==> src/rtl/mem_port_arbiter.sv <==
// Arbitrates one synchronous memory port between instruction fetch and data access.
// Data normally wins; a starvation counter forces a waiting fetch through after STARVE_LIMIT denials.
module mem_port_arbiter #(
  parameter int ADDR_W       = 11,
  parameter int DATA_W       = 32,
  parameter int READ_LAT     = 2,
  parameter int STARVE_LIMIT = 4
) (
  input  logic              clk,
  input  logic              rst,
  input  logic              i_req,
  input  logic [ADDR_W-1:0] i_addr,
  output logic              i_gnt,
  output logic              i_rvalid,
  output logic [DATA_W-1:0] i_rdata,
  input  logic              d_req,
  input  logic              d_we,
  input  logic [ADDR_W-1:0] d_addr,
  input  logic [DATA_W-1:0] d_wdata,
  output logic              d_gnt,
  output logic              d_rvalid,
  output logic [DATA_W-1:0] d_rdata,
  output logic [ADDR_W-1:0] mem_addr,
  output logic              mem_wren,
  output logic [DATA_W-1:0] mem_wdata,
  input  logic [DATA_W-1:0] mem_rdata
);

  localparam int CW = $clog2(STARVE_LIMIT + 1);
  localparam logic [CW-1:0] LIMIT = CW'(STARVE_LIMIT);

  logic [CW-1:0]       starve_cnt;
  logic                force_i;
  logic                rd_issue;
  logic [READ_LAT-1:0] tag_v;
  logic [READ_LAT-1:0] tag_d;

  // Grants are gated by rst so nothing reaches the memory while reset is held.
  always_comb begin
    force_i   = i_req && (starve_cnt == LIMIT);
    d_gnt     = !rst && d_req && !force_i;
    i_gnt     = !rst && i_req && (!d_req || force_i);
    mem_addr  = d_gnt ? d_addr : i_addr;
    mem_wren  = d_gnt && d_we;
    mem_wdata = d_wdata;
    rd_issue  = i_gnt || (d_gnt && !d_we);
  end

  always_ff @(posedge clk or posedge rst) begin
    if (rst) begin
      starve_cnt <= '0;
    end else if (i_req && !i_gnt) begin
      if (starve_cnt != LIMIT) starve_cnt <= starve_cnt + CW'(1);
    end else begin
      starve_cnt <= '0;
    end
  end

  // Tag pipeline mirrors the memory read latency; tag_d marks data-port ownership.
  always_ff @(posedge clk or posedge rst) begin
    if (rst) begin
      tag_v <= '0;
      tag_d <= '0;
    end else begin
      tag_v[0] <= rd_issue;
      tag_d[0] <= d_gnt;
      for (int k = 1; k < READ_LAT; k++) begin
        tag_v[k] <= tag_v[k-1];
        tag_d[k] <= tag_d[k-1];
      end
    end
  end

  assign i_rvalid = tag_v[READ_LAT-1] && !tag_d[READ_LAT-1];
  assign d_rvalid = tag_v[READ_LAT-1] &&  tag_d[READ_LAT-1];
  assign i_rdata  = mem_rdata;
  assign d_rdata  = mem_rdata;

endmodule

==> config.mk <==
export PLATFORM = sky130hd
export DESIGN_NAME = mem_port_arbiter
export DESIGN_NICKNAME = d
export VERILOG_FILES = /design/src/rtl/mem_port_arbiter.sv
export SDC_FILE = /design/constraint.sdc
export NUM_CORES = 1
export LEC_CHECK = 0
export BUFFER_PORTS_ARGS = -buffer_cell sky130_fd_sc_hd__buf_2
export CORE_AREA = 2 2 79 81
export CTS_BUF_LIST = sky130_fd_sc_hd__clkbuf_8
export CTS_CLUSTER_SIZE = 40
export DETAILED_ROUTE_END_ITERATION = 10
export DIE_AREA = 0 0 81 83
export HOLD_SLACK_MARGIN = 0.1
export PLACE_DENSITY = 0.63
export SLEW_MARGIN = 10
export SYNTH_ARGS = -nofsm -noshare
export SYNTH_HDL_FRONTEND = slang
export SYNTH_SLANG_ARGS = --single-unit
==> constraint.sdc <==
create_clock -name clk -period 2.2 [get_ports clk]
set_input_delay 0.11 -clock clk [delete_from_list [all_inputs] [get_ports clk]]
set_output_delay 0.11 -clock clk [all_outputs]
set_load 0.005 [all_outputs]
[Yosys cells after proc, flatten, opt, wreduce, memory -nomap -nowiden]
Cells that the tools add are included.
W data, S select, Z words.
Word-level totals
  register bits: 7
  bits in latches: 0
  memory bits (writable): 0
  ROM bits: 0
  output and inout bits: 112
  memories kept: 0
Cells by class
  add/subtract/negate cells: 1
  multipliers: 0
  div/mod/pow operators: 0
  magnitude comparators: 0
  eq/ne operators: 3
  shift-type cells: 0
  muxes and demuxes: 3
  bitwise operators: 0
  reduce and logical (&&, ||, !) cells: 18
Operator list (number)
  $mux W11: 1
  $logic_and A1 B1 Y1: 10
  $logic_not A1 Y1: 6
  $mux W3: 2
  $add A3 B1 Y3 const B: 1
  $eq A3 B3 Y1 const B: 1
  $ne A3 B3 Y1 const B: 1
  $logic_or A1 B1 Y1: 2
  $ne A2 B1 Y1 const B: 1

[Longest topological paths before layout]
Gate-level depths: netlist of run 1.
  depth after elaboration: 7
  mapped depth: 6
  depth with buffers taken out: 5

[Worst setup path after synthesis of run 1]
Ideal clock, no wire load.
  kind: register -> output
  from: register starve_cnt[0]
  to: output port mem_addr[0]
  data arrival time: 1.575 ns
  data required time: 2.090 ns
  setup slack: 0.515 ns
  cell stages (with the launch flop): 7
  cells stage by stage: dfrtp_1 > inv_1 > ha_1 > and2_4 > a211o_4 > buf_6 > mux2_4
Between the ends
  longest elaborated chain between the ends: 5
RTL lines
  from (decl): line 32  | logic [CW-1:0] starve_cnt;
  from (signal assigned): line 53  | if (starve_cnt != LIMIT) starve_cnt <= starve_cnt + CW'(1);
  $eq A3 B3 Y1: line 40  | force_i = i_req && (starve_cnt == LIMIT);
  $logic_and A1 B1 Y1: line 40
  $logic_not A1 Y1: line 41  | d_gnt = !rst && d_req && !force_i;
  $logic_and A1 B1 Y1: line 41
  $mux W11: line 43  | mem_addr = d_gnt ? d_addr : i_addr;
  to (decl): line 23  | output logic [ADDR_W-1:0] mem_addr,
Every way passes these cells.

[Worst setup path after layout of run 1]
  from: register starve_cnt[0]
  to: output port mem_addr[4]
Same word-level chain as after synthesis.

==> results.sh, run 1 <==
export IMPL_status="completed"
export IMPL_vias=598
export IMPL_io_buffers=42
export IMPL_top_layer_used="met4"
export IMPL_switching_share_pct=24.2
export IMPL_final_cell_count_no_fill=167
export IMPL_setup_viol=0
export IMPL_clockBufferDepth=2
export IMPL_end_kind="output port"
export IMPL_antenna_found_initial=0
export IMPL_area_growth_pct=-30.1
export IMPL_hold_start="i_req"
export IMPL_path_cells="inv_1 -> ha_1 -> and2_4 -> a211o_4 -> mux2_4 -> buf_2"
export IMPL_final_nets=186
export IMPL_relSlewSlack_pct=75.8
export IMPL_min_period_over_period_pct=94.0
export IMPL_clock_latency_ns=0.23
export IMPL_num_io_pins=203
export IMPL_synth_edf_count=0
export IMPL_worst_ep_required_time_ns=2.09
export IMPL_drv_cap=0
export IMPL_ff2ff_path_depth=5
export IMPL_min_period_ns=2.07
export IMPL_r2r_start="starve_cnt[0]"
export IMPL_avgSynthCellArea_um2=8.71
export IMPL_syn_inst=142
export IMPL_syn_num_nets=235
export IMPL_worst_clock_skew_ns=0.00423
export IMPL_dp_cells=162
export IMPL_cts_sinks=7
export IMPL_initial_core_util_pct=21.3
export IMPL_fp_row_count=28
export IMPL_final_common_cell="buf_2"
export IMPL_multi_input_area_um2=308
export IMPL_power_frac_seq_pct=33.3
export IMPL_grt_usage_pct=5.16
export IMPL_antenna_cells=0
export IMPL_met3_length_um=278
export IMPL_internal_power_w=0.000322
export IMPL_numCtsBuffers=3
export IMPL_ys_ff_latch=7
export IMPL_grt_pass1_wl_mm=2.72
export IMPL_maxSlewViolCount=0
export IMPL_pwr_share_clk_pct=41.4
export IMPL_fillers=690
export IMPL_synthDistinctLibCells=22
export IMPL_clock_fmax_ghz=0.484
export IMPL_final_cell_mix="buf_2, mux2_4, inv_1, dfrtp_1, mux2_2"
export IMPL_power_switching_w=0.000103
export IMPL_routed_wl_mm=1.78
export IMPL_r2r_slack_ns=0.75
export IMPL_grt_pass1_vias=585
export IMPL_post_cts_buffers=0
export IMPL_overflow=0
export IMPL_m1WireLength_um=544
export IMPL_gp_congestion=0.724
export IMPL_ant_nets=0
export IMPL_drc=0
export IMPL_die_h_um=83
export IMPL_yosysSeqAreaShare_pct=14.2
export IMPL_drt_pass1_iterations=4
export IMPL_cts_tree="done"
export IMPL_cts_root_buf="clkbuf_8"
export IMPL_cts_hold_buffers=1
export IMPL_setup_tns_ns=0
export IMPL_crit_fanout=13
export IMPL_holdPathEnd="starve_cnt[0]"
export IMPL_async_flop_share_pct=100
export IMPL_dieArea_mm2=0.00672
export IMPL_arrival_ns=1.96
export IMPL_coreArea_mm2=0.00582
export IMPL_power_leakage_nw=0.462
export IMPL_wl_per_cell_um=10.7
export IMPL_hp_class="in -> reg"
export IMPL_irDropWorstVdd_mv=0.242
export IMPL_p_per_area_mw_per_mm2=491
export IMPL_tightest_slew_ns=0.363
export IMPL_h_tree_depth=1
export IMPL_cp_slowest_stage_delay_ns=0.43
export IMPL_clk_pin_slew_ns=0.04
export IMPL_grt_max_degree=14
export IMPL_reg2reg_to="tag_d[0]"
export IMPL_path_class="reg -> out"
export IMPL_drt_initial_drc_count=4
export IMPL_wl_met2_um=737
export IMPL_drive_gt1_share_pct=64.1
export IMPL_combPwrFrac_pct=25.3
export IMPL_cts_resized=0
export IMPL_via_per_inst=3.58
export IMPL_yosysWarnings=0
export IMPL_hold_violations=0
export IMPL_dp_hpwl_mm=1.44
export IMPL_rsz0062_at_grt="false"
export IMPL_cp_start_kind="flop"
export IMPL_synth_top_flop_cell="dfrtp_1"
export IMPL_min_path_cells=2
export IMPL_syn_area_mm2=0.00124
export IMPL_ff_latch_area_um2=175
export IMPL_die_w_um=81
export IMPL_critPathSlowestCell="a211o_4"
==> through the flow <==
stage               utilization, %  hold WS (ns)  instance area (um^2)  power (W)  worst slack, ns
detailed placement            13.9         0.169                   810   0.000250            0.371
global placement              13.9         0.157                   810   0.000248            0.416
floorplan                        -       -0.0636                  1240   0.000342            0.515
finish                        14.9         0.163                   865   0.000424            0.132
global route                  14.9         0.178                   865   0.000452           0.0609
CTS                           14.9         0.162                   865   0.000433            0.124
==> power by group through the flow <==
stage	clock network, W	logic, W	registers (W)
finish	0.000176	0.000107	0.000141
global route	0.000190	0.000119	0.000143
CTS	0.000183	0.000109	0.000141
detailed placement	0	0.000107	0.000143
global placement	0	0.000105	0.000143
floorplan	0	0.000200	0.000142
==> logic make-up after synthesis <==
logic type	share of synthesized area, %
buf+inv	61.0
mux	13.3
compound gates	5.76
simple gates	3.74
flops	14.2
fa+ha+maj	2.02
==> worst max-delay path: cells and delay by family, from the launching register on <==
kind                       cells  cell delay, ns
AOI/OAI and AO/OA              1            0.43
and+or+nand+nor                1            0.19
adders and majority gates      1            0.23
muxes                          1            0.32
buffers and inverters          2            0.20
DFF                            1            0.37
==> Yosys cell counts (2+ instances only) <==
| cell type | number | area, um^2 |
|---|---|---|
| nor2_1 | 2 | 7.51 |
| nand2_1 | 2 | 7.51 |
| dfrtp_1 | 7 | 175 |
| ha_1 | 2 | 25.0 |
| mux2_2 | 4 | 45.0 |
| a21oi_1 | 2 | 10.0 |
| buf_4 | 96 | 721 |
| inv_1 | 6 | 22.5 |
| mux2_4 | 8 | 120 |
==> area by class of cell <==
class / count / area share, %
multi-input combinational: 32 / 35.6
clock buffer: 3 / 4.78
clock inverter: 1 / 0.434
inverter: 6 / 2.60
sequential: 7 / 20.3
tap: 75 / 10.9
timing repair buffer: 43 / 25.5
==> how the worst max path moves through the flow <==
| stage | start | end | slack, ns | depth (start not counted) |
|---|---|---|---|---|
| floorplan | starve_cnt[0] | mem_addr[0] | 0.51 | 6 |
| global placement | starve_cnt[0] | mem_addr[5] | 0.42 | 6 |
| detailed placement | starve_cnt[0] | mem_addr[4] | 0.37 | 6 |
| CTS | starve_cnt[0] | mem_addr[4] | 0.12 | 6 |
| global route | starve_cnt[0] | mem_addr[6] | 0.06 | 6 |
| finish | starve_cnt[0] | mem_addr[4] | 0.13 | 6 |
==> registers in the layout, summed over array words and instances (netlist names) <==
register	count
tag_v	2
starve_cnt	3
tag_d	2
==> metal layers <==
layer | GRT usage [%] | vias up
met4 | 9.55 | 0
met2 | 7.21 | 54
met3 | 1.52 | 35
met5 | 0 | -
met1 | 4.10 | 257
li1 | - | 252
No activity file was read; power rests on OpenSTA's default activity.
==> run 2, diff against run 1 <==
clock period = 2.4 ns   (was 2.2 ns; I/O delays follow)
==> run 2 against run 1 <==
Net effect: non-clock buffer count unchanged; utilization unchanged; flip-flop and latch count unchanged; combinational power decreased by 9%; register-to-register slack improved by 0.19 ns; clock skew decreased by 0.0019 ns; global-route usage increased by 0.22 points; die area unchanged; sequential share of layout area unchanged.
==> results.sh, run 2 (same netlist as run 1, synthesis figures left out) <==
export IMPL_r2r_start="starve_cnt[0]"
export IMPL_clockBufferDepth=2
export IMPL_maxSlewViolCount=0
export IMPL_drive_gt1_share_pct=64.1
export IMPL_end_kind="output port"
export IMPL_setup_tns_ns=0
export IMPL_reg_top3="starve_cnt: 3 flops, tag_d: 2 flops, tag_v: 2 flops"
export IMPL_routed_wl_mm=1.78
export IMPL_overflow=0
export IMPL_io_buffers=42
export IMPL_hold_violations=0
export IMPL_status="completed"
export IMPL_crit_fanout=13
export IMPL_dp_cells=162
export IMPL_internal_power_w=0.000295
export IMPL_antenna_cells=0
export IMPL_post_place_ws_ns=0.555
export IMPL_largest_register="starve_cnt"
export IMPL_via_per_inst=3.63
export IMPL_worst_ep_required_time_ns=2.28
export IMPL_setup_slack_ns=0.317
export IMPL_clk_pin_slew_ns=0.04
export IMPL_min_period_ns=2.08
export IMPL_drc=0
export IMPL_grt_usage_pct=5.39
export IMPL_clock_fmax_ghz=0.480
export IMPL_worst_clock_skew_ns=0.00230
export IMPL_drt_initial_drc_count=7
export IMPL_startpoint="starve_cnt[0]"
export IMPL_combPwrFrac_pct=24.7
export IMPL_h_tree_depth=1
export IMPL_initial_core_util_pct=21.3
export IMPL_ant_nets=0
export IMPL_power_switching_w=0.0000976
export IMPL_die_w_um=81
export IMPL_ff2ff_path_depth=5
export IMPL_power_frac_seq_pct=33.0
export IMPL_cts_resized=0
export IMPL_pwr_share_clk_pct=42.2
export IMPL_grt_pass1_vias=615
export IMPL_tightest_slew_ns=0.361
export IMPL_wl_per_cell_um=10.7
export IMPL_holdPathEnd="starve_cnt[0]"
export IMPL_switching_share_pct=24.8
export IMPL_cp_start_kind="flop"
export IMPL_coreArea_mm2=0.00582
export IMPL_dieArea_mm2=0.00672
export IMPL_hold_start="i_req"
export IMPL_placed_area_um2=810
export IMPL_clock_latency_ns=0.23
export IMPL_cts_tree="done"
export IMPL_die_h_um=83
export IMPL_area_growth_pct=-30.1
export IMPL_cts_sinks=7
export IMPL_dp_hpwl_mm=1.45
export IMPL_numCtsBuffers=3
export IMPL_antenna_found_initial=0
export IMPL_relSlewSlack_pct=75.9
export IMPL_reg2reg_to="tag_d[0]"
export IMPL_fp_row_count=28
export IMPL_min_path_cells=2
export IMPL_p_per_area_mw_per_mm2=454
export IMPL_hold_slack_ns=0.160
export IMPL_largest_reg_flops=3
export IMPL_grt_max_degree=14
export IMPL_final_area_um2=865
export IMPL_gp_congestion=0.724
export IMPL_arrival_ns=1.96
export IMPL_final_common_cell="buf_2"
export IMPL_irDropWorstVdd_mv=0.193
export IMPL_vias=607
export IMPL_num_io_pins=203
export IMPL_path_class="reg -> out"
export IMPL_hp_class="in -> reg"
export IMPL_final_nets=186
export IMPL_min_period_over_period_pct=86.8
export IMPL_final_cell_mix="buf_2, mux2_4, inv_1, dfrtp_1, mux2_2"
export IMPL_setup_viol=0
export IMPL_cts_root_buf="clkbuf_8"
export IMPL_grt_pass1_wl_mm=2.73
export IMPL_drv_cap=0
export IMPL_final_cell_count_no_fill=167
export IMPL_r2r_slack_ns=0.94
export IMPL_rsz0062_at_grt="false"
export IMPL_power_leakage_nw=0.462
export IMPL_drt_pass1_iterations=4
run 2: cell counts in the layout (fill, tap and decap cells not counted):
No cell type changed its count.
run 2: what timing repair did:
action | in CTS | in global routing
hold buffers | 1 | 0
hold endpoints to repair | 7 | 0
setup buffers | 0 | 0
run 2: area by class of cell:
class                      count  area (um^2)
clock buffer                   3         41.3
clock inverter                 1         3.75
fill                         698         4950
inverter                       6         22.5
multi-input combinational     32          308
sequential                     7          175
tap                           75         93.8
timing repair buffer          43          220
run 2: power by group through the flow:
stage	clock (W)	combinational [W]	sequential [W]
floorplan	0	0.000183	0.000130
global placement	0	0.0000965	0.000131
detailed placement	0	0.0000977	0.000132
CTS	0.000170	0.0000992	0.000130
global route	0.000173	0.000108	0.000131
finish	0.000166	0.0000972	0.000130
run 2: how the worst max path moves through the flow:
stage / end / slack, ns / depth (start not counted)
after floorplan: mem_addr[0] / 0.70 / 6
after global placement: mem_addr[5] / 0.61 / 6
after detailed placement: mem_addr[4] / 0.56 / 6
after CTS: mem_addr[4] / 0.30 / 6
after global routing: mem_addr[6] / 0.24 / 6
final: mem_addr[9] / 0.32 / 6
run 2: metal layers:
metal,global-route usage (%),vias to the layer above,routed length (um)
li1,-,251,-
met1,3.64,263,491
met2,7.36,56,732
met3,2.17,37,301
met4,10.9,0,259
met5,0,-,0
run 2: per-stage QoR:
step	total power (W)	utilization, %
2_1_floorplan	0.000313	-
3_3_place_gp	0.000227	13.9
3_5_place_dp	0.000229	13.9
4_1_cts	0.000399	14.9
5_1_grt	0.000412	14.9
6_report	0.000393	14.9
run 2: critical path, stage by stage, from the launching register on:
cell	delay (ns)
dfrtp_1	0.37
inv_1	0.07
ha_1	0.23
and2_4	0.18
a211o_4	0.43
mux2_4	0.32
buf_2	0.12
